$ cat src/rtl/count_display_if.sv
// Bundle between the counter stage and the display driver.
//   count, buzzer      : binary count and rollover flag from the counter (async to clk)
//   seg, dig_en        : multiplexed 7-segment drive, polarity set by the driver
//   buzzer_out         : piezo tone drive
//   bcd                : {tens,ones} of the last accepted value, for debug
interface count_display_if;
    logic [6:0] count;
    logic       buzzer;
    logic [6:0] seg;
    logic [1:0] dig_en;
    logic       buzzer_out;
    logic [7:0] bcd;

    modport master (output count, buzzer, input seg, dig_en, buzzer_out, bcd);
    modport slave  (input count, buzzer, output seg, dig_en, buzzer_out, bcd);
endinterface

$ cat src/rtl/count_display_driver.sv
// Converts the counter's 0-99 binary value to BCD with a subtract-by-10 FSM,
// drives a time-multiplexed two-digit 7-segment display and a buzzer tone.
//   clk     : board clock, rising edge
//   reset_n : asynchronous active-low reset
//   bus     : count/buzzer in, seg/dig_en/buzzer_out/bcd out (all outputs registered)
module count_display_driver #(
    parameter int unsigned REFRESH_DIV   = 50000,
    parameter int unsigned TONE_DIV      = 25000,
    parameter bit          BLANK_LEADING = 1'b1,
    parameter bit          ACTIVE_LOW    = 1'b1
) (
    input  logic            clk,
    input  logic            reset_n,
    count_display_if.slave  bus
);

    localparam int unsigned CNT_W  = 7;
    localparam int unsigned DIG_W  = 4;
    localparam int unsigned SEG_W  = 7;
    localparam int unsigned REF_W  = (REFRESH_DIV > 1) ? $clog2(REFRESH_DIV) : 1;
    localparam int unsigned TONE_W = (TONE_DIV > 1) ? $clog2(TONE_DIV) : 1;

    localparam logic [SEG_W-1:0] SEG_DASH  = 7'h40;
    localparam logic [SEG_W-1:0] SEG_BLANK = 7'h00;
    localparam logic [SEG_W-1:0] SEG_OFF   = ACTIVE_LOW ? 7'h7F : 7'h00;
    localparam logic [1:0]       EN_OFF    = ACTIVE_LOW ? 2'b11 : 2'b00;

    typedef enum logic [1:0] {IDLE, CONV, DONE} state_t;

    function automatic logic [SEG_W-1:0] seg7(input logic [DIG_W-1:0] d);
        case (d)
            4'd0:    seg7 = 7'h3F;
            4'd1:    seg7 = 7'h06;
            4'd2:    seg7 = 7'h5B;
            4'd3:    seg7 = 7'h4F;
            4'd4:    seg7 = 7'h66;
            4'd5:    seg7 = 7'h6D;
            4'd6:    seg7 = 7'h7D;
            4'd7:    seg7 = 7'h07;
            4'd8:    seg7 = 7'h7F;
            4'd9:    seg7 = 7'h6F;
            default: seg7 = SEG_BLANK;
        endcase
    endfunction

    // Synchronisers; cnt_s3 is the previous synced sample used for the stability test
    logic [CNT_W-1:0] cnt_s1, cnt_s2, cnt_s3;
    logic             buz_s1, buz_s2;

    always_ff @(posedge clk or negedge reset_n) begin
        if (!reset_n) begin
            cnt_s1 <= '0;
            cnt_s2 <= '0;
            cnt_s3 <= '0;
            buz_s1 <= 1'b0;
            buz_s2 <= 1'b0;
        end else begin
            cnt_s1 <= bus.count;
            cnt_s2 <= cnt_s1;
            cnt_s3 <= cnt_s2;
            buz_s1 <= bus.buzzer;
            buz_s2 <= buz_s1;
        end
    end

    // Conversion FSM and its datapath
    state_t           state, state_n;
    logic [CNT_W-1:0] work, work_n, acc, acc_n;
    logic [DIG_W-1:0] tens, tens_n, ones, ones_n;
    logic [7:0]       bcd_q, bcd_n;
    logic             ovf, ovf_n;
    logic             stable_new;

    assign stable_new = (cnt_s2 == cnt_s3) && (cnt_s2 != acc);

    always_ff @(posedge clk or negedge reset_n) begin
        if (!reset_n) begin
            state <= IDLE;
            work  <= '0;
            acc   <= '0;
            tens  <= '0;
            ones  <= '0;
            bcd_q <= '0;
            ovf   <= 1'b0;
        end else begin
            state <= state_n;
            work  <= work_n;
            acc   <= acc_n;
            tens  <= tens_n;
            ones  <= ones_n;
            bcd_q <= bcd_n;
            ovf   <= ovf_n;
        end
    end

    always_comb begin
        state_n = state;
        work_n  = work;
        acc_n   = acc;
        tens_n  = tens;
        ones_n  = ones;
        bcd_n   = bcd_q;
        ovf_n   = ovf;
        case (state)
            IDLE: begin
                if (stable_new) begin
                    // acc records every accepted value so an out-of-range one is not retried
                    acc_n = cnt_s2;
                    if (cnt_s2 >= 7'd100) begin
                        ovf_n = 1'b1;
                    end else begin
                        work_n  = cnt_s2;
                        tens_n  = '0;
                        state_n = CONV;
                    end
                end
            end
            CONV: begin
                if (work >= 7'd10) begin
                    work_n = work - 7'd10;
                    tens_n = tens + 4'd1;
                end else begin
                    ones_n  = work[DIG_W-1:0];
                    state_n = DONE;
                end
            end
            DONE: begin
                bcd_n   = {tens, ones};
                ovf_n   = 1'b0;
                state_n = IDLE;
            end
            default: state_n = IDLE;
        endcase
    end

    // Display multiplex; outputs are computed from next-state so seg and dig_en move together
    logic [REF_W-1:0] refresh_cnt;
    logic             digit_sel, digit_sel_n, disp_on, disp_on_n, ref_wrap;
    logic [SEG_W-1:0] tens_pat, ones_pat, seg_raw, seg_q;
    logic [1:0]       en_raw, dig_en_q;

    always_comb begin
        ref_wrap    = (refresh_cnt == REF_W'(REFRESH_DIV - 1));
        disp_on_n   = disp_on | ref_wrap;
        digit_sel_n = (ref_wrap && disp_on) ? ~digit_sel : digit_sel;
        tens_pat    = seg7(bcd_q[7:4]);
        if (BLANK_LEADING && (bcd_q[7:4] == 4'd0)) tens_pat = SEG_BLANK;
        ones_pat    = seg7(bcd_q[3:0]);
        if (ovf) begin
            tens_pat = SEG_DASH;
            ones_pat = SEG_DASH;
        end
        seg_raw = SEG_BLANK;
        en_raw  = 2'b00;
        if (disp_on_n) begin
            seg_raw = digit_sel_n ? tens_pat : ones_pat;
            en_raw  = digit_sel_n ? 2'b10 : 2'b01;
        end
    end

    always_ff @(posedge clk or negedge reset_n) begin
        if (!reset_n) begin
            refresh_cnt <= '0;
            digit_sel   <= 1'b0;
            disp_on     <= 1'b0;
            seg_q       <= SEG_OFF;
            dig_en_q    <= EN_OFF;
        end else begin
            refresh_cnt <= ref_wrap ? '0 : refresh_cnt + REF_W'(1);
            digit_sel   <= digit_sel_n;
            disp_on     <= disp_on_n;
            seg_q       <= ACTIVE_LOW ? ~seg_raw : seg_raw;
            dig_en_q    <= ACTIVE_LOW ? ~en_raw : en_raw;
        end
    end

    // Buzzer tone; dropping the synced flag clears the counter and silences at once
    logic [TONE_W-1:0] tone_cnt;
    logic              tone_q;

    always_ff @(posedge clk or negedge reset_n) begin
        if (!reset_n) begin
            tone_cnt <= '0;
            tone_q   <= 1'b0;
        end else if (!buz_s2) begin
            tone_cnt <= '0;
            tone_q   <= 1'b0;
        end else if (tone_cnt == TONE_W'(TONE_DIV - 1)) begin
            tone_cnt <= '0;
            tone_q   <= ~tone_q;
        end else begin
            tone_cnt <= tone_cnt + TONE_W'(1);
        end
    end

    assign bus.seg        = seg_q;
    assign bus.dig_en     = dig_en_q;
    assign bus.buzzer_out = tone_q;
    assign bus.bcd        = bcd_q;

endmodule

$ cat src/flat_wrapper.sv
// flat-port wrapper written by rule: the top's interface ports become plain ports
module count_display_driver_flat 
#(
    parameter int unsigned REFRESH_DIV   = 50000,
    parameter int unsigned TONE_DIV      = 25000,
    parameter bit          BLANK_LEADING = 1'b1,
    parameter bit          ACTIVE_LOW    = 1'b1
)
  (clk, reset_n, bus_count, bus_buzzer, bus_seg, bus_dig_en, bus_buzzer_out, bus_bcd);
  count_display_if bus_i ();
  input  logic clk;
  input  logic reset_n;
  input wire logic [$bits(bus_i.count)-1:0] bus_count;
  input wire logic [$bits(bus_i.buzzer)-1:0] bus_buzzer;
  output wire logic [$bits(bus_i.seg)-1:0] bus_seg;
  output wire logic [$bits(bus_i.dig_en)-1:0] bus_dig_en;
  output wire logic [$bits(bus_i.buzzer_out)-1:0] bus_buzzer_out;
  output wire logic [$bits(bus_i.bcd)-1:0] bus_bcd;
  assign bus_i.count = bus_count;
  assign bus_i.buzzer = bus_buzzer;
  assign bus_seg = bus_i.seg;
  assign bus_dig_en = bus_i.dig_en;
  assign bus_buzzer_out = bus_i.buzzer_out;
  assign bus_bcd = bus_i.bcd;
  count_display_driver #(.REFRESH_DIV(REFRESH_DIV), .TONE_DIV(TONE_DIV), .BLANK_LEADING(BLANK_LEADING), .ACTIVE_LOW(ACTIVE_LOW)) u_core (.clk(clk), .reset_n(reset_n), .bus(bus_i));
endmodule
$ cat config.mk
export PLATFORM = sky130hd
export DESIGN_NAME = count_display_driver_flat
export DESIGN_NICKNAME = d
export VERILOG_FILES = /design/src/rtl/count_display_if.sv /design/src/rtl/count_display_driver.sv /design/src/flat_wrapper.sv
export SDC_FILE = /design/constraint.sdc
export NUM_CORES = 1
export LEC_CHECK = 0
export CAP_MARGIN = 20
export CORE_MARGIN = 10
export CORE_UTILIZATION = 60
export DETAILED_ROUTE_END_ITERATION = 16
export PLACE_DENSITY = 0.8
export SLEW_MARGIN = 20
export SYNTH_ARGS = -nofsm -noshare
export SYNTH_HDL_FRONTEND = slang
export SYNTH_SLANG_ARGS = --single-unit
export TNS_END_PERCENT = 100
$ cat constraint.sdc
create_clock -name clk -period 2.5 [get_ports clk]
set_input_delay 0.375 -clock clk [delete_from_list [all_inputs] [get_ports clk]]
set_output_delay 0.375 -clock clk [all_outputs]
set_load 0.1 [all_outputs]
==> out/summary.txt, run 1 <==
Area contributors post-synth: dfrtp_1, xnor2_1, dfstp_2
Site Rows: 32
Post-route DRC: 0
worst slew pin tran: 632.5 ps
Yosys top cell by area: dfrtp_1
Iteration-0 DRC Markers: 161
count leader, synth: dfrtp_1
design area: 0.005428 sq mm
htree depth: 3
DPL Wire Length: 6.657 mm
number of distinct library cells after synthesis: 58
fmax: 441.3 MHz
syn_area_per_cell: 10.15 sq um
final worst path period share: 90.64%
Seq/Total Area, Yosys: 51.17%
first-pass GRT wire length: 16.00 mm
Setup TNS Final: 0 ps
Ant. Diodes: 0
Die Footprint: 0.01211 sq mm
initial antenna violation count: 0
outcome: finished clean
Critical R2R Capture: u_core.work[2]
Power per Cell Area: 671.3 mW/mm^2
leak pwr: 0.002376 uW
PortBufs: 27
Max Cap Viol: 0
Initial Utilization: 62.29%
Core ar.: 0.007807 sq mm
top cell type's share of synthesized area: 46.31%
dpl cell area: 0.005214 sq mm
clk_lat worst skew: 360 ps
die width: 110.0 um
R2R depth: 5
total power: 3644 uW
post-synth net total: 503
final core utilization: 69.52%
Final Skew: 9.932 ps
Crit path arrival time: 2550 ps
CTS buffer count: 9
CTS tree: yes
Slew Viols, Final: 0
async set-reset flop share out of synthesis: 100.0%
most frequent cells after synthesis: dfrtp_1, nand2_1, nor2_1
RSZ-0062 raised after global routing: no
Routed WL: 9.235 mm
Post-CTS Repair Setup Buffers: 0
detailed-route via count: 3549
Final nets: 534
GRT Total Usage: 16.27%
critical path type: flip-flop to flip-flop
IO Pins: 28
chip height: 110.0 um
antenna viol nets, final: 0
post-layout min period: 2266 ps
Setup-failing EPs final: 0
count of hold buffers inserted by post-cts repair: 0
top_reg_cell synth: dfrtp_1
Crit path required time: 2790 ps
global route overflow: 0
synthesized area: 0.004863 sq mm
#FFs+latches synth: 99
RR Startpoint: u_core.cnt_s2[4]
Area growth syn-to-layout: 11.60%
Layout Cells excl Fill: 617
reg-to-reg slack, setup: 230 ps
Worst VDD drop: 0.0005277 V
CP endpoint kind: flip-flop
gpl congestion: 0.9112
Root Buffer: clkbuf_8
vias per std cell: 5.752
CTS resizes: 0
Routed WL per cell: 14.97 um
Post-synth EDFFs: 0
drt pass-1 iters: 4
clock slew seen by the registers of the worst setup and hold paths: 90 ps
Post-Syn Instances: 479
crit start category: flip-flop
pin count of the biggest net entering global routing: 52
vias in the first global route: 3524
Post-Place Cells: 601
Max Root-Sink Buffers: 2
Hold Crit Class: input port to async pin
CTS Sinks: 99
Slew headroom: 57.83%
CP max FO: 12
Ys Warns: 0
final hold vios: 0
share of layout cells above drive strength 1: 14.17%
state kept, by name (all words and copies together), names as in the netlist, 2 cells and up:
name,count
u_core.ones,4
u_core.refresh_cnt,16
u_core.bus.bcd,8
u_core.acc,7
u_core.cnt_s2,7
u_core.state,2
u_core.bus.seg,7
u_core.bus.dig_en,2
u_core.tone_cnt,15
u_core.tens,4
u_core.work,7
u_core.cnt_s3,7
u_core.cnt_s1,7
layer usage:
metal	wire length, um	track usage, %
met2	4389	26.88
met1	4104	20.22
met5	0	0
met4	266	7.714
met3	474	3.018
power by group:
group | internal (uW) | switching (uW) | leakage, uW
Combinational | 274 | 384 | 0.00101
Sequential | 1730 | 146 | 0.00126
Clock | 592 | 515 | 0.000108
Total | 2600 | 1040 | 0.00238
layout make-up:
class                           instances  area, sq um
Sequential cell                        99         2491
Fill cell                             582         2380
Multi-Input combinational cell        345         2230
Timing Repair Buffer                   37        297.8
Clock buffer                           13        148.9
Tap cell                              102        127.6
Inverter                               18        67.56
Clock inverter                          3        65.06
cell families after synthesis:
group	after synthesis	synth area share [%]
flip-flops	99	51.17
AND/OR/NAND/NOR	190	19.45
adder cells (fa/ha/maj)	14	3.602
buffers and inverters	35	2.984
multiplexers	16	3.550
AO/OA/AOI/OAI	80	11.14
XOR/XNOR	45	8.104
cell usage in the layout (no fill, tap or decap), drive strengths merged, types with 5 or more instances in the layout:
cell            n
dfstp           9
o21bai          6
nor2           44
clkbuf         13
mux2i           6
a21oi          15
o31ai           5
nand3          25
o211ai          6
inv            18
xnor2          29
nor3           13
and3            8
or3             7
nand2b          9
dfrtp          90
mux2           10
o21ai          25
clkdlybuf4s50   8
nor2b           6
ha             14
nand2          52
xor2           16
buf            29
how the worst max path moves through the flow:
stage,startpoint,to,slack [ps],depth (start not counted)
after CTS,u_core.cnt_s2[4],u_core.work[2],240,5
after global placement,u_core.cnt_s2[4],u_core.work[2],310,5
after detailed placement,u_core.cnt_s2[4],u_core.work[2],240,5
after floorplan,u_core.bus.bcd[1],u_core.bus.seg[3],220,7
final,u_core.cnt_s2[4],u_core.work[2],230,5
after global routing,u_core.cnt_s2[4],u_core.work[2],140,5
worst max-delay path: stages (launching register included):
cell and delay (ps):
dfrtp_1 470, xor2_1 190, or3_1 330, or4_4 650
o31ai_4 340, mux2i_1 220
stage by stage:
stage	worst slack [ps]	hold slack (ps)
global route	139.3	68.59
CTS	236.7	38.84
floorplan	218.3	79.41
detailed placement	239.1	335.7
global placement	307.5	331.8
finish	233.9	26.31
Note: power is estimated with default switching activity, not from simulation.
==> run 2: changes to the inputs <==
--- a/config.mk
+++ b/config.mk
@@ -9,6 +9,7 @@
 export CORE_MARGIN = 10
 export CORE_UTILIZATION = 60
 export DETAILED_ROUTE_END_ITERATION = 16
+export MAX_ROUTING_LAYER = met4
 export PLACE_DENSITY = 0.8
 export SLEW_MARGIN = 20
 export SYNTH_ARGS = -nofsm -noshare
==> out/summary.txt, run 2 (synthesized netlist as in run 1, its figures left out) <==
DPL Wire Length: 6.460 mm (was 6.657 mm)
first-pass GRT wire length: 16.38 mm (was 16.00 mm)
R2R depth: 5 (unchanged)
CP max FO: 12 (unchanged)
hold path start: u_core.cnt_s1[2]
final hold vios: 0 (unchanged)
worst slew pin tran: 536.8 ps (was 632.5 ps)
post-layout min period: 2303 ps (was 2266 ps)
CTS buffer count: 9 (unchanged)
CP endpoint kind: flip-flop (unchanged)
gpl congestion: 0.9049 (was 0.9112)
outcome: finished clean (unchanged)
detailed-route via count: 3551 (was 3549)
Post-route DRC: 0 (unchanged)
htree depth: 3 (unchanged)
vias per std cell: 5.765 (was 5.752)
max reg flops: 16 (unchanged)
Area growth syn-to-layout: 11.99% (was 11.60%)
Worst VDD drop: 0.0004702 V (was 0.0005277 V)
Post-Place Cells: 599 (was 601)
Reg with most FFs: u_core.refresh_cnt (unchanged)
fmax: 434.2 MHz (was 441.3 MHz)
global route overflow: 0 (unchanged)
initial antenna violation count: 0 (unchanged)
Final Skew: 15.85 ps (was 9.932 ps)
Iteration-0 DRC Markers: 183 (was 161)
antenna viol nets, final: 0 (unchanged)
RSZ-0062 raised after global routing: no (unchanged)
CTS resizes: 0 (unchanged)
Ant. Diodes: 0 (unchanged)
reg-to-reg slack, setup: 200 ps (was 230 ps)
IO Pins: 28 (unchanged)
vias in the first global route: 3602 (was 3524)
Max Cap Viol: 0 (unchanged)
pin count of the biggest net entering global routing: 77 (was 52)
crit start category: flip-flop (unchanged)
Critical R2R Capture: u_core.work[4] (was u_core.work[2])
Worst Hold End: u_core.cnt_s2[2]
Routed WL per cell: 15.23 um (was 14.97 um)
Initial Utilization: 62.29% (unchanged)
Slew Viols, Final: 0 (unchanged)
leak pwr: 0.002384 uW (was 0.002376 uW)
Hold Crit Class: flip-flop to flip-flop (was input port to async pin)
Routed WL: 9.380 mm (was 9.235 mm)
critical path type: flip-flop to flip-flop (unchanged)
Setup TNS Final: 0 ps (unchanged)
Final nets: 533 (was 534)
Hold Crit Depth: 0
die width: 110.0 um (unchanged)
share of layout cells above drive strength 1: 14.40% (was 14.17%)
design area: 0.005446 sq mm (was 0.005428 sq mm)
Crit path arrival time: 2590 ps (was 2550 ps)
Max Root-Sink Buffers: 2 (unchanged)
Layout Cells excl Fill: 616 (was 617)
commonest non-fill, non-tap cell in the layout: dfrtp_1 (unchanged)
CTS Sinks: 99 (unchanged)
final worst path period share: 92.13% (was 90.64%)
final core utilization: 69.76% (was 69.52%)
clk_lat worst skew: 360 ps (about the same)
Die Footprint: 0.01211 sq mm (unchanged)
RR Startpoint: u_core.cnt_s2[4] (unchanged)
Power per Cell Area: 675.9 mW/mm^2 (was 671.3 mW/mm^2)
GRT Total Usage: 17.14% (was 16.27%)
Root Buffer: clkbuf_8 (unchanged)
most frequent cells in the layout: dfrtp_1, nand2_1, nor2_1 (unchanged)
Slew headroom: 64.22% (was 57.83%)
Filler Cell Count: 575 (was 582)
Site Rows: 32 (unchanged)
Crit path required time: 2790 ps (about the same)
Setup-failing EPs final: 0 (unchanged)
dpl cell area: 0.005211 sq mm (was 0.005214 sq mm)
PortBufs: 27 (unchanged)
chip height: 110.0 um (unchanged)
drt pass-1 iters: 5 (was 4)
clock slew seen by the registers of the worst setup and hold paths: 90 ps (about the same)
CTS tree: yes (unchanged)
Core ar.: 0.007807 sq mm (unchanged)
==> run 2: report_power, final <==
group / switching (uW) / internal, uW
sequential: 143 / 1730
clock: 553 / 593
combinational: 383 / 275
total: 1080 / 2600
==> run 2: per-stage QoR <==
stage	power [uW]	hold WS, ps	setup slack (ps)
floorplan	2351	79.41	218.3
global placement	2528	292.7	315.8
detailed placement	2551	299.7	248.0
CTS	3702	356.0	210.9
global route	3876	364.0	95.47
finish	3681	355.1	196.8
==> run 2: area by class of cell <==
| cell class | instances | area, sq um | share of cell area [%] |
|---|---|---|---|
| inverter | 18 | 67.56 | 1.241 |
| sequential | 99 | 2491 | 45.74 |
| timing repair buffer | 36 | 305.3 | 5.605 |
| tap | 102 | 127.6 | 2.343 |
| clock buffer | 10 | 137.6 | 2.527 |
| clock inverter | 6 | 87.58 | 1.608 |
| multi-input combinational | 345 | 2230 | 40.94 |
==> run 2: worst max path at each step <==
stage / slack (ps) / cells after the start / start / to
5_1_grt: 100 / 5 / u_core.cnt_s2[4] / u_core.work[4]
2_1_floorplan: 220 / 7 / u_core.bus.bcd[1] / u_core.bus.seg[3]
4_1_cts: 210 / 5 / u_core.cnt_s2[4] / u_core.work[4]
6_report: 200 / 5 / u_core.cnt_s2[4] / u_core.work[4]
3_3_place_gp: 320 / 5 / u_core.cnt_s2[4] / u_core.work[2]
3_5_place_dp: 250 / 5 / u_core.cnt_s2[4] / u_core.work[4]
==> run 2: critical path, stage by stage, from the launching register on <==
cell and delay [ps]:
dfrtp_1 470, xor2_1 190, or3_1 330, or4_4 650
a2111oi_0 440, a311o_1 180
==> run 2: timing repair <==
action / CTS / global route
setup buffers: 0 / 0
hold endpoints to repair: 14 / 0
hold buffers: 1 / 0
==> run 2: routing by layer <==
layer / global-route usage, % / up-vias / share of wire (%)
li1: - / 1713 / -
met1: 20.66 / 1736 / 45
met2: 28.07 / 96 / 49
met3: 3.772 / 6 / 5.3
met4: 5.576 / 0 / 0.88
met5: - / - / 0
==> patch 1 (flow settings as in run 1) <==
Re-encode `state_t` (3 states) as one-hot, 3 bits wide.
--- a/src/rtl/count_display_driver.sv
+++ b/src/rtl/count_display_driver.sv
@@ -25,7 +25,7 @@
     localparam logic [SEG_W-1:0] SEG_OFF   = ACTIVE_LOW ? 7'h7F : 7'h00;
     localparam logic [1:0]       EN_OFF    = ACTIVE_LOW ? 2'b11 : 2'b00;
 
-    typedef enum logic [1:0] {IDLE, CONV, DONE} state_t;
+    typedef enum logic [2:0] {IDLE = 3'b001, CONV = 3'b010, DONE = 3'b100} state_t;
 
     function automatic logic [SEG_W-1:0] seg7(input logic [DIG_W-1:0] d);
         case (d)
Check against the original RTL: same outputs for any inputs over 10 cycles, from zero or initial values and one cycle with reset_n low; not proved beyond that.
==> patch 1 against run 1 <==
The run now ends with hold timing left. Synthesized cell count fell by 14%. First-iteration DRC count fell by 3.1%. Core utilization rose by 1.5 points. Clock skew rose by 0.0023 ns. Worst setup slack got worse by 0.13 ns. Synthesized area fell by 6.0%. Sequential cell count rose by 1. Cell area fell by 4.1%. Final cell count fell by 9.7%. Wire length fell by 7.5%. Worst hold slack got worse by 0.038 ns. Die area fell by 5.0%. Count of clock-buffer cells in the layout fell by 3.
Power is not compared: it rests on default switching activity, and its combinational part moved more than twofold at a synthesized area within 25%.
==> patch 1: results (changes against run 1) <==
Synthesis
  • Sequential cell area fraction in the yosys report: 0.550 (was 0.512)
  • Mux contribution to synthesized area: 0.0337 (was 0.0355)
  • Syn Nets: 435 (was 503)
  • Syn_area_per_cell: 11.1 um^2 (was 10.2 um^2)
  • XOR/XNOR share of the synthesized area: 0.0824 (was 0.0810)
  • Adder and majority cell fraction of the synthesized area: 0.0383 (was 0.0360)
  • Share of the synthesized area in compound gates (AO/OA/AOI/OAI): 0.102 (was 0.111)
  • Synth top area cells: sky130_fd_sc_hd__dfrtp_1, sky130_fd_sc_hd__dfstp_2, sky130_fd_sc_hd__xnor2_1, sky130_fd_sc_hd__ha_1, sky130_fd_sc_hd__xor2_1 (was sky130_fd_sc_hd__dfrtp_1, sky130_fd_sc_hd__xnor2_1, sky130_fd_sc_hd__dfstp_2, sky130_fd_sc_hd__nand2_1, sky130_fd_sc_hd__ha_1)
  • Ranking of synthesized cells by instance count: sky130_fd_sc_hd__dfrtp_1, sky130_fd_sc_hd__nor2_1, sky130_fd_sc_hd__nand2_1 (was sky130_fd_sc_hd__dfrtp_1, sky130_fd_sc_hd__nand2_1, sky130_fd_sc_hd__nor2_1)

Layout
  • Number of fillers in the final layout: 523 (was 582)
  • Finished Layout Cells: 557 (was 617)
  • Ratio of cells with drive above 1 in the final layout: 0.181 (was 0.142)
  • Final layout net count: 477 (was 534)

Worst setup path
  • Worst Setup EP: u_core.bus.seg[3]$_DFF_PN1_ (was u_core.work[2]$_DFFE_PN0P_)
  • Launch point of the worst reg-to-reg path: u_core.refresh_cnt[7]$_DFF_PN0_ (was u_core.cnt_s2[4]$_DFF_PN0_)
  • CP Data Arrival Time: 2.67 ns (was 2.55 ns)
  • Worst setup slack for register-to-register paths: 0.10 ns (was 0.23 ns)
  • Master of the slowest instance on the critical path: sky130_fd_sc_hd__or4b_2 (was sky130_fd_sc_hd__or4_4)
  • Cells on worst reg2reg path: 6 (was 5)

STA
  • Post-route clock skew: 0.0122 ns (was 0.00993 ns)
  • Worst hold-check slack: -0.0115 ns (was 0.0263 ns)
  • Maximum clock rate: 0.417 GHz (was 0.441 GHz)
  • Remaining max-slew budget at the tightest pin: 0.624 (was 0.578)
  • Hold violation total from the final report: 23 (was 0)

Place
  • Post-detail-place hpwl: 6200 um (was 6660 um)
  • Cell count after placement: 539 (was 601)
  • Final GP Congestion: 0.915 (was 0.911)

Clocking
  • Clock latency on the worst-skew pair: 0.36 ns (about the same)
  • Number of buffers between clock root and the deepest sink: 2 (unchanged)

Drt
  • Routed length on met2: 4180 um (was 4390 um)
  • Routed metal-1 wirelength: 3760 um (was 4100 um)
  • First DRT Iteration DRCs: 156 (was 161)
  • Drt pass-1 iters: 6 (was 4)
  • Number of vias in the routed layout: 3178 (was 3549)
  • Met3 WL post-DR: 421 um (was 474 um)
  • Drt total wl: 8540 um (was 9240 um)

Global route
  • Number of global-route vias before repair: 3256 (was 3524)
  • Total routing resource utilization after global routing: 0.155 (was 0.163)
  • First-pass GRT wire length: 14600 um (was 16000 um)

Outcome
  • Result of the run: finished, violations left (was finished, final reports clean)
  • Violated checks: hold timing
## patch 1: cell type report
cell class | instances | area (um^2) | area share
Sequential cell | 100 | 2520 | 0.483
Clock inverter | 6 | 77.6 | 0.0149
Timing Repair Buffer | 38 | 318 | 0.0610
Tap cell | 99 | 124 | 0.0238
Clock buffer | 10 | 138 | 0.0264
Multi-Input combinational cell | 284 | 1960 | 0.376
Inverter | 20 | 75.1 | 0.0144
## patch 1: power by group
part | total, mW | switching (mW) | internal, mW
sequential | 1.76 | 0.0690 | 1.69
clock | 1.08 | 0.570 | 0.509
combinational | 0.221 | 0.111 | 0.110
total | 3.06 | 0.750 | 2.31
## patch 1: metal layers
layer	GRT usage	vias up
li1	-	1538
met1	0.181	1527
met2	0.263	90
met3	0.0377	23
met4	0.0725	0
met5	0	-
## patch 1: worst max-delay path, delay by kind of cell, from the launching register on
family	cells	cell delay (ns)
simple gates	3	1.48
flops	1	0.45
compound gates	2	0.20
buf+inv	1	0.17
==> patch 2 (settings of run 1) <==
Made on the original files. `TONE_DIV` is set to 25000 in 2 places; all go to 6250.
--- a/src/rtl/count_display_driver.sv
+++ b/src/rtl/count_display_driver.sv
@@ -5,7 +5,7 @@
 //   bus     : count/buzzer in, seg/dig_en/buzzer_out/bcd out (all outputs registered)
 module count_display_driver #(
     parameter int unsigned REFRESH_DIV   = 50000,
-    parameter int unsigned TONE_DIV      = 25000,
+    parameter int unsigned TONE_DIV      = 6250,
     parameter bit          BLANK_LEADING = 1'b1,
     parameter bit          ACTIVE_LOW    = 1'b1
 ) (
--- a/src/flat_wrapper.sv
+++ b/src/flat_wrapper.sv
@@ -2,7 +2,7 @@
 module count_display_driver_flat 
 #(
     parameter int unsigned REFRESH_DIV   = 50000,
-    parameter int unsigned TONE_DIV      = 25000,
+    parameter int unsigned TONE_DIV      = 6250,
     parameter bit          BLANK_LEADING = 1'b1,
     parameter bit          ACTIVE_LOW    = 1'b1
 )
Behaviour: no difference found for any inputs over 10 cycles, from zero or initial values and one cycle with reset_n low; that may be too few to reach the edited logic, so the function may still have changed.
==> patch 2 against run 1 <==
Wire length is 0.31% lower. Worst hold slack worse by 0.013 ns. Total power is 5.0% lower. Largest power group unchanged. Via count is 3.7% lower. Worst setup slack worse by 0.052 ns. Sequential cell count is 2 lower. Global-route usage is 0.39 points higher. Synthesized area is 3.5% lower. Cell area is 3.0% lower. Largest cell class unchanged.
==> patch 2: results (changes against run 1) <==
Synthesis
  • Ranking of synthesized cells by instance count: sky130_fd_sc_hd__dfrtp_1, sky130_fd_sc_hd__nand2_1, sky130_fd_sc_hd__nor2_1 (unchanged)
  • Gate count after technology mapping: 459 (was 479)
  • Sequential cell area fraction in the yosys report: 0.520 (was 0.512)
  • Share of the synthesized area in compound gates (AO/OA/AOI/OAI): 0.124 (was 0.111)
  • Mux contribution to synthesized area: 0.0253 (was 0.0355)

Global route
  • Met1 track demand over resource in global routing: 0.206 (was 0.202)
  • Total routing resource utilization after global routing: 0.167 (was 0.163)
  • First-pass GRT wire length: 16100 um (was 16000 um)
  • Number of global-route vias before repair: 3452 (was 3524)

Layout
  • Count of flip-flops and latches: 97 (was 99)
  • Relative area of non-clock buffer cells in the final design: 0.0589 (was 0.0549)
  • Nonclk inv count: 21 (was 18)
  • Layout multi-input combinational cell count: 327 (was 345)
  • Clock Network Area Fraction: 0.0352 (was 0.0394)
  • Final layout net count: 518 (was 534)
  • Register area: 0.00244 mm^2 (was 0.00249 mm^2)
  • Area Overhead vs Synth: 12.2% (was 11.6%)
  • Ratio of cells with drive above 1 in the final layout: 0.139 (was 0.142)
  • Share of the final layout cell area in multi-input gates: 0.403 (was 0.411)

Drt
  • Routed metal-1 wirelength: 3920 um (was 4100 um)
  • Drt pass-1 iters: 5 (was 4)
  • Via density: 5.69 (was 5.75)
  • First DRT Iteration DRCs: 191 (was 161)
  • Met3 WL post-DR: 595 um (was 474 um)
  • Drt wl/cell: 15.3 um (was 15.0 um)
  • Routed length on met2: 4560 um (was 4390 um)

STA
  • Remaining max-slew budget at the tightest pin: 0.566 (was 0.578)
  • Post-route clock skew: 0.0125 ns (was 0.00993 ns)
  • Worst hold-check slack: 0.0134 ns (was 0.0263 ns)

Place
  • DP Worst Slack: 0.199 ns (was 0.239 ns)
  • Area post-placement: 0.00508 mm^2 (was 0.00521 mm^2)
  • Final GP Congestion: 0.875 (was 0.911)
  • Cell count after placement: 584 (was 601)

Worst setup path
  • Largest driver fanout on the critical path: 7 (was 12)
  • Worst setup slack for register-to-register paths: 0.18 ns (was 0.23 ns)
  • CP Data Arrival Time: 2.58 ns (was 2.55 ns)
  • Endpoint of the lowest-slack register-to-register path: u_core.acc[5]$_DFFE_PN0P_ (was u_core.work[2]$_DFFE_PN0P_)
  • Master of the slowest instance on the critical path: sky130_fd_sc_hd__or4_1 (was sky130_fd_sc_hd__or4_4)

Power and ir drop
  • Max rail drop VDD: 0.513 mV (was 0.528 mV)
  • LEAKAGE: 2.30 nW (was 2.38 nW)
  • Internal power: 2.35 mW (was 2.60 mW)

Outcome
  • Result of the run: finished, final reports clean (unchanged)
## patch 2: worst max path at each step
stage | startpoint | cells after the start | to
6_report | u_core.cnt_s2[3]$_DFF_PN0_ | 5 | u_core.acc[5]$_DFFE_PN0P_
3_5_place_dp | u_core.cnt_s2[3]$_DFF_PN0_ | 5 | u_core.acc[5]$_DFFE_PN0P_
3_3_place_gp | u_core.cnt_s2[3]$_DFF_PN0_ | 5 | u_core.acc[5]$_DFFE_PN0P_
5_1_grt | u_core.cnt_s2[3]$_DFF_PN0_ | 5 | u_core.acc[5]$_DFFE_PN0P_
4_1_cts | u_core.cnt_s2[3]$_DFF_PN0_ | 5 | u_core.acc[5]$_DFFE_PN0P_
2_1_floorplan | u_core.bus.bcd[1]$_DFFE_PN0P_ | 6 | u_core.bus.seg[1]$_DFF_PN1_
